`src/rtl/hazard_scheduler_pkg.sv`:
```
// Shared encodings for the 5-stage hazard controller: forward selects,
// result-source codes, MDU sequencer states and the forwarding rule.
package hazard_scheduler_pkg;

   localparam logic [1:0] FWD_RF  = 2'b00;
   localparam logic [1:0] FWD_WB  = 2'b01;
   localparam logic [1:0] FWD_MEM = 2'b10;

   localparam logic [1:0] RES_MEM = 2'b01;

   typedef enum logic {
      IDLE = 1'b0,
      RUN  = 1'b1
   } mdu_state_e;

   // M beats W because it holds the younger write; x0 is hardwired zero.
   function automatic logic [1:0] fwd_sel(
      input logic [4:0] rs,
      input logic [4:0] rd_m,
      input logic       regwrite_m,
      input logic [4:0] rd_w,
      input logic       regwrite_w
   );
      if (regwrite_m && (rd_m != 5'd0) && (rd_m == rs)) return FWD_MEM;
      if (regwrite_w && (rd_w != 5'd0) && (rd_w == rs)) return FWD_WB;
      return FWD_RF;
   endfunction

endpackage

```
`src/rtl/hazard_scheduler_mdu_sequencer.sv`:
```
// Multi-cycle MDU launcher: issues the start pulse, holds the front of the
// pipe until mdu_done, and releases on a watchdog timeout.
module mdu_sequencer
   import hazard_scheduler_pkg::*;
#(
   parameter int MDU_TIMEOUT = 64,
   parameter int CNT_W       = $clog2(MDU_TIMEOUT) + 1
) (
   input  logic clk,
   input  logic rst_n,
   input  logic mdu_req_e,
   input  logic pcsrc_e,
   input  logic mdu_done,
   output logic mdu_start,
   output logic mdu_hold,
   output logic mdu_busy,
   output logic mdu_timeout
);

   localparam logic [CNT_W-1:0] CNT_LAST = CNT_W'(MDU_TIMEOUT - 1);
   localparam logic [CNT_W-1:0] CNT_MAX  = CNT_W'(MDU_TIMEOUT);

   mdu_state_e       state;
   mdu_state_e       next_state;
   logic [CNT_W-1:0] cnt;
   logic             start_raw;
   logic             hold_raw;
   logic             timeout_set;

   // NOTE: every signal written here gets a default first, so no path leaves it unassigned and no latch is inferred.
   always_comb begin
      next_state  = state;
      start_raw   = 1'b0;
      hold_raw    = 1'b0;
      timeout_set = 1'b0;
      case (state)
         IDLE: begin
            if (mdu_req_e && !pcsrc_e) begin
               start_raw  = 1'b1;
               hold_raw   = 1'b1;
               next_state = RUN;
            end
         end
         RUN: begin
            if (mdu_done) begin
               next_state = IDLE;
            end else if (cnt == CNT_LAST) begin
               timeout_set = 1'b1;
               next_state  = IDLE;
            end else begin
               hold_raw = 1'b1;
            end
         end
         default: next_state = IDLE;
      endcase
   end

   // NOTE: state registers use non-blocking assignments so every flop samples pre-edge values, matching the hardware.
   always_ff @(posedge clk or negedge rst_n) begin
      if (!rst_n) begin
         state       <= IDLE;
         cnt         <= '0;
         mdu_timeout <= 1'b0;
      end else begin
         state <= next_state;
         if (start_raw) begin
            cnt <= '0;
         end else if ((state == RUN) && (cnt != CNT_MAX)) begin
            cnt <= cnt + CNT_W'(1);
         end
         if (timeout_set) begin
            mdu_timeout <= 1'b1;
         end
      end
   end

   // The next state is ignored while reset is low, so the pulses are gated too.
   assign mdu_start = start_raw & rst_n;
   assign mdu_hold  = hold_raw & rst_n;
   assign mdu_busy  = (state == RUN);

endmodule

```
`src/rtl/hazard_scheduler.sv`:
```
// Hazard controller for the F/D/E/M/W core: operand forwarding, load-use
// stalls, branch flushes and MDU pipeline freezing.
module hazard_scheduler
   import hazard_scheduler_pkg::*;
#(
   parameter int MDU_TIMEOUT = 64,
   parameter int CNT_W       = $clog2(MDU_TIMEOUT) + 1
) (
   input  logic       clk,
   input  logic       rst_n,
   input  logic [4:0] rs1_d,
   input  logic [4:0] rs2_d,
   input  logic [4:0] rs1_e,
   input  logic [4:0] rs2_e,
   input  logic [4:0] rd_e,
   input  logic [1:0] resultsrc_e,
   input  logic [4:0] rd_m,
   input  logic       regwrite_m,
   input  logic [4:0] rd_w,
   input  logic       regwrite_w,
   input  logic       pcsrc_e,
   input  logic       mdu_req_e,
   input  logic       mdu_done,
   output logic [1:0] forward_a_e,
   output logic [1:0] forward_b_e,
   output logic       stall_f,
   output logic       stall_d,
   output logic       stall_e,
   output logic       flush_d,
   output logic       flush_e,
   output logic       flush_m,
   output logic       mdu_start,
   output logic       mdu_busy,
   output logic       mdu_timeout
);

   logic lw_stall;
   logic mdu_hold;

   assign forward_a_e = fwd_sel(rs1_e, rd_m, regwrite_m, rd_w, regwrite_w);
   assign forward_b_e = fwd_sel(rs2_e, rd_m, regwrite_m, rd_w, regwrite_w);

   assign lw_stall = (resultsrc_e == RES_MEM) && (rd_e != 5'd0) &&
                     ((rd_e == rs1_d) || (rd_e == rs2_d));

   mdu_sequencer #(
      .MDU_TIMEOUT (MDU_TIMEOUT),
      .CNT_W       (CNT_W)
   ) u_mdu_sequencer (
      .clk         (clk),
      .rst_n       (rst_n),
      .mdu_req_e   (mdu_req_e),
      .pcsrc_e     (pcsrc_e),
      .mdu_done    (mdu_done),
      .mdu_start   (mdu_start),
      .mdu_hold    (mdu_hold),
      .mdu_busy    (mdu_busy),
      .mdu_timeout (mdu_timeout)
   );

   // The MDU hold keeps its instruction in E, so it masks branch and load-use flushes.
   assign stall_f = rst_n & (lw_stall | mdu_hold);
   assign stall_d = rst_n & (lw_stall | mdu_hold);
   assign stall_e = rst_n & mdu_hold;
   assign flush_m = rst_n & mdu_hold;
   assign flush_d = rst_n & pcsrc_e & ~mdu_hold;
   assign flush_e = rst_n & (lw_stall | pcsrc_e) & ~mdu_hold;

endmodule

```
`config.mk`:
```
export PLATFORM = sky130hd
export DESIGN_NAME = hazard_scheduler
export DESIGN_NICKNAME = d
export VERILOG_FILES = /design/src/rtl/hazard_scheduler_pkg.sv /design/src/rtl/hazard_scheduler_mdu_sequencer.sv /design/src/rtl/hazard_scheduler.sv
export SDC_FILE = /design/constraint.sdc
export NUM_CORES = 1
export LEC_CHECK = 0
export ABC_AREA = 1
export CAP_MARGIN = 5
export CORE_MARGIN = 8
export CORE_UTILIZATION = 38
export DETAILED_ROUTE_END_ITERATION = 7
export PLACE_DENSITY = 0.89
export REMOVE_ABC_BUFFERS = 1
export SLEW_MARGIN = 20
export SYNTH_ARGS = -nofsm -noshare
export SYNTH_HDL_FRONTEND = slang
export SYNTH_SLANG_ARGS = --single-unit
```
`constraint.sdc`:
```
create_clock -name clk -period 1.8 [get_ports clk]
set_clock_uncertainty 0.05 [all_clocks]
set_input_delay 0.36 -clock clk [delete_from_list [all_inputs] [get_ports clk]]
set_output_delay 0.36 -clock clk [all_outputs]
set_load 0.005 [all_outputs]
```
# Word-level counts from Yosys, hierarchy flattened
# Cells that the tools add are included.
[totals]
register_bits = 9
latchBits = 0
ramBits = 0
rom_bits = 0
inputBits = 44
output_inout_bits = 13
mem_count = 0
[op_classes]
addsub = 1
multipliers = 0
n_div = 0
order_cmp = 0
n_eq_ne = 9
shift = 0
mux = 24
bitwise_logic = 12
n_reduce_logical = 16
[op_table]
columns = ["op", "n"]
rows = [
  ["$eq A5 B5 Y1", 6],
  ["$mux W2", 8],
  ["$reduce_bool A5 Y1", 3],
  ["$mux W7", 2],
  ["$mux W1", 13],
  ["$logic_and A1 B1 Y1", 10],
  ["$and A1 B1 Y1", 8],
  ["$add A7 B1 Y7 const B", 1],
  ["$eq A7 B6 Y1 const B", 1],
  ["$ne A7 B7 Y1 const B", 1],
  ["$eq A2 B1 Y1 const B", 1],
  ["$not A1 Y1", 2],
  ["$or A1 B1 Y1", 2],
  ["$pmux W1 S2", 1],
  ["$reduce_bool A2 Y1", 1],
  ["$logic_not A1 Y1", 1],
  ["$logic_or A1 B1 Y1", 1],
]

# Logic depth before layout (Yosys ltp)
[depth]
word_depth = 7
depth_mapped = 9

# Hierarchy
# A second synthesis with hierarchy kept.
[hier_totals]
hier_cells = 179
area_unflattened_um2 = 1119.8
[modules_own_cells]
columns = ["module", "n_inst", "cells_per_inst", "area_each_um2", "seq_area_each_um2"]
rows = [
  ["mdu_sequencer", 1, 75, 574.3, 225.2],
  ["hazard_scheduler", 1, 104, 545.5, 0.0],
]

# Worst setup path before layout
# OpenSTA, ideal clock, no wires.
[synth_timing]
path_type = "register -> output"
from = "register u_mdu_sequencer.cnt[0]"
to = "output port stall_f"
arrival_ps = 1332
required_time_ps = 1390
path_slack_ps = 58
stages_incl_launch_ff = 10
path_buffers = 1
cell_sequence = "dfrtp_1 ha_1 nand2_1 nor2_2 nand2_1 nand2_1 nand2_1 nand2_1 a21oi_1 buf_4"
[synth_between]
elab_chain_cells = 7
[synth_lines]
columns = ["item", "line", "rtl"]
rows = [
  ["from (decl)", "hazard_scheduler_mdu_sequencer.sv:25", "logic [CNT_W-1:0] cnt;"],
  ["from (signal assigned)", "hazard_scheduler_mdu_sequencer.sv:69", "cnt <= cnt + CNT_W'(1);"],
  ["$eq A7 B6 Y1", "hazard_scheduler_mdu_sequencer.sv:47", "end else if (cnt == CNT_LAST) begin"],
  ["$mux W1", "hazard_scheduler_mdu_sequencer.sv:47", ""],
  ["$mux W1", "hazard_scheduler_mdu_sequencer.sv:45", "if (mdu_done) begin"],
  ["$pmux W1 S2", "hazard_scheduler_mdu_sequencer.sv:36", "case (state)"],
  ["via u_mdu_sequencer.hold_raw", "hazard_scheduler_mdu_sequencer.sv:27", "logic hold_raw;"],
  ["$and A1 B1 Y1", "hazard_scheduler_mdu_sequencer.sv:79", "assign mdu_hold = hold_raw & rst_n;"],
  ["$or A1 B1 Y1", "-", ""],
  ["$and A1 B1 Y1", "-", ""],
  ["to (decl)", "hazard_scheduler.sv:26", "output logic stall_f,"],
]
# The timed path passes the listed nets, and every way through them passes these cells.

# Final worst setup path
[layout_timing]
from = "input port mdu_done"
to = "output port stall_d"
[layout_between]
elab_chain_cells = 5
[layout_lines]
columns = ["item", "line", "rtl"]
rows = [
  ["from (decl)", "hazard_scheduler.sv:23", "input logic mdu_done,"],
  ["$mux W1", "hazard_scheduler_mdu_sequencer.sv:45", ""],
  ["$pmux W1 S2", "hazard_scheduler_mdu_sequencer.sv:36", ""],
  ["via u_mdu_sequencer.hold_raw", "hazard_scheduler_mdu_sequencer.sv:27", ""],
  ["$and A1 B1 Y1", "hazard_scheduler_mdu_sequencer.sv:79", ""],
  ["$or A1 B1 Y1", "hazard_scheduler.sv:63", "assign stall_d = rst_n & (lw_stall | mdu_hold);"],
  ["$and A1 B1 Y1", "hazard_scheduler.sv:63", ""],
  ["to (decl)", "hazard_scheduler.sv:27", "output logic stall_d,"],
]
# The timed path passes the listed nets, and every way through them passes these cells.

==> results.yml <==
status:
  status: "complete, but fails checks"
  violations: "negative setup slack"
synthesis:
  netlist_instances: 159
  syn_area_um2: 1010
  ys_types: 19
  seq_area_frac_synth: 0.224
  ys_warn_count: 0
  syn_area_per_cell_um2: 6.33
  ys_seq_elements: 9
pwr:
  power.density_nw_per_um2: 489
  ir_drop_uv: 659
  power_leakage_uw: 0.000968
  internal-power_uw: 550
  sw_frac_of_total: 0.376
  p_sw_uw: 331
  pwr-share-seq: 0.294
  p_clk_frac: 0.189
  power_uw: 881
  comb_power_share: 0.517
finish:
  layout_commonest_cell: "nand2_1"
  fin_nets: 290
  fillers: 198
  layout_common_cells: "31 x nand2_1, 26 x buf_4, 25 x dlygate4sd2_1"
  fin_cells: 273
  syn_to_final_growth_pct: 78.6
  diodes: 0
  drive_gt1_frac: 0.272
global_routing:
  use_met1: 0.185
  grtUsageMet3: 0.0397
  grt_use_total: 0.184
  grt_pass1_vias: 1395
  met2_usage: 0.347
  antenna_found_initial: 0
  grt_max_degree: 10
  grt_pass1_wl_um: 6450
  overflow: 0
  grt-busiest-layer: "met2"
placed_design:
  portBuffers: 56
  dp_cells: 265
  hpwl_um: 3030
  place.gp.congestion: 0.898
route:
  via_per_inst: 4.96
  wire_per_inst_um: 15.2
  dr.pass1.iters: 4
  drt_iter0_drc: 76
  totalWireLength_um: 4160
  via_count: 1355
  drc: 0
  ant_nets: 0
cts:
  path_clk_slew_ns: 0.07
  clockBufferDepth: 2
  cts_tree: "built"
  h-tree-depth: 1
  cts_num_sinks: 9
  clk_latency_ns: 0.27
  holdBufCountCts: 0
  ctsRootBufferMaster: "clkbuf_4"
  cts-buffers-inserted: 3
min_path:
  hold_path_class: "reg2reg"
timing:
  finalWorstSetupSlack_ns: -0.233
  finalSetupTns_ns: -1.18
  rsz0062_at_grt: "true"
  relSlewSlack: 0.796
  slew_viol_final: 0
  worst_pin_slew_ns: 0.303
  hold_viol_final: 0
  fin_crit_sh: 1.13
  fmax_mhz: 492
  finalCriticalPeriod_ns: 2.03
  holdWs_ns: 0.452
  setup_viol: 6
critical_path:
  end_kind: "output port"
  crit_arrival_ns: 1.62
  critPathKind: "in2out"
  cp.required_ns: 1.39
  cp-start-kind: "input pin"
  cp_max_fo: 2
floorplanning:
  dieArea_um2: 4550
  ioPinCount: 57
  initial_core_util: 0.403
  core-area_um2: 2500
  die_x_um: 67.5
  die_h_um: 67.5
  std_cell_rows: 18
job:
  drv_cap: 0
-- what timing repair did --
action	CTS	global route
endpoints found under the setup margin	11	11
pin swaps	25	12
setup buffers	2	2
resized for setup	90	15
-- per-layer routing --
metal / wire length [um] / share of wire
met5: 0 / 0
met4: 124 / 0.030
met3: 259 / 0.062
met2: 2220 / 0.53
met1: 1560 / 0.38
-- area by class of cell --
class                      instances  area (um^2)  area share
timing repair buffer              82          671       0.373
clock inverter                     1         5.00     0.00278
sequential                         9          225       0.125
inverter                          25         93.8      0.0522
tap                               30         37.5      0.0209
multi-input combinational        123          744       0.414
clock buffer                       3         22.5      0.0125
-- stage by stage --
| stage | worst slack [ns] | utilization | area (um^2) |
|---|---|---|---|
| finish | -0.233 | 0.720 | 1800 |
| global route | -0.288 | 0.720 | 1800 |
| CTS | -0.146 | 0.720 | 1800 |
| detailed placement | -0.708 | 0.702 | 1760 |
| global placement | -0.648 | 0.702 | 1760 |
| floorplan | 0.168 | - | 992 |
-- final timing paths --
check                                                         from                                      end  slack [ns]  cells past startpoint
max                                                       mdu_done                                  stall_d       -0.23                      7
max reg2reg                     u_mdu_sequencer.cnt[0]$_DFFE_PN0P_       u_mdu_sequencer.cnt[1]$_DFFE_PN0P_        0.15                      8
max in group asynchronous                                    rst_n       u_mdu_sequencer.cnt[2]$_DFFE_PN0P_        1.05                      2
min                        u_mdu_sequencer.mdu_timeout$_DFFE_PN0P_  u_mdu_sequencer.mdu_timeout$_DFFE_PN0P_        0.45                      1
min in group asynchronous                                    rst_n       u_mdu_sequencer.cnt[5]$_DFFE_PN0P_        0.52                      2
min reg2reg                u_mdu_sequencer.mdu_timeout$_DFFE_PN0P_  u_mdu_sequencer.mdu_timeout$_DFFE_PN0P_        0.45                      1
-- critical path, stage by stage --
cell             delay, ns
clkdlybuf4s50_1       0.41
nor2_1                0.26
nand2_2               0.11
nand2_2               0.10
nand2_2               0.07
a21oi_2               0.17
buf_2                 0.14
-- power by group through the flow --
stage                     Clock [uW]  Sequential [uW]  Combinational, uW
after floorplan                    0              264                154
after global placement             0              252                409
after detailed placement           0              253                420
after CTS                        164              252                427
after global routing             189              260                503
final                            166              259                455
-- synth_stat cells --
library cell / count / area (um^2)
nand2_1: 36 / 135
inv_1: 25 / 93.8
nor2_1: 24 / 90.1
xnor2_1: 14 / 123
dfrtp_1: 9 / 225
o21ai_0: 9 / 45.0
xor2_1: 9 / 78.8
nand4_1: 8 / 50.1
nand3_1: 6 / 30.0
a21oi_1: 4 / 20.0
nor3_1: 4 / 20.0
buf_4: 2 / 15.0
ha_1: 2 / 25.0
nand3_2: 2 / 20.0
a31o_2: 1 / 8.76
nand2_2: 1 / 6.26
nand3b_1: 1 / 7.51
nor2_2: 1 / 6.26
nor3b_1: 1 / 7.51
-- registers in the layout, summed over array words and instances (netlist names) --
register and count:
u_mdu_sequencer.mdu_timeout 1, u_mdu_sequencer.mdu_busy 1, u_mdu_sequencer.cnt 7
-- cell families after synthesis --
| logic type | synth area share |
|---|---|
| XOR/XNOR | 0.200 |
| buffers and inverters | 0.108 |
| AO/OA/AOI/OAI | 0.0733 |
| AND/OR/NAND/NOR | 0.370 |
| flip-flops | 0.224 |
| adder cells (fa/ha/maj) | 0.0248 |
Note: power is estimated with default switching activity, not from simulation.
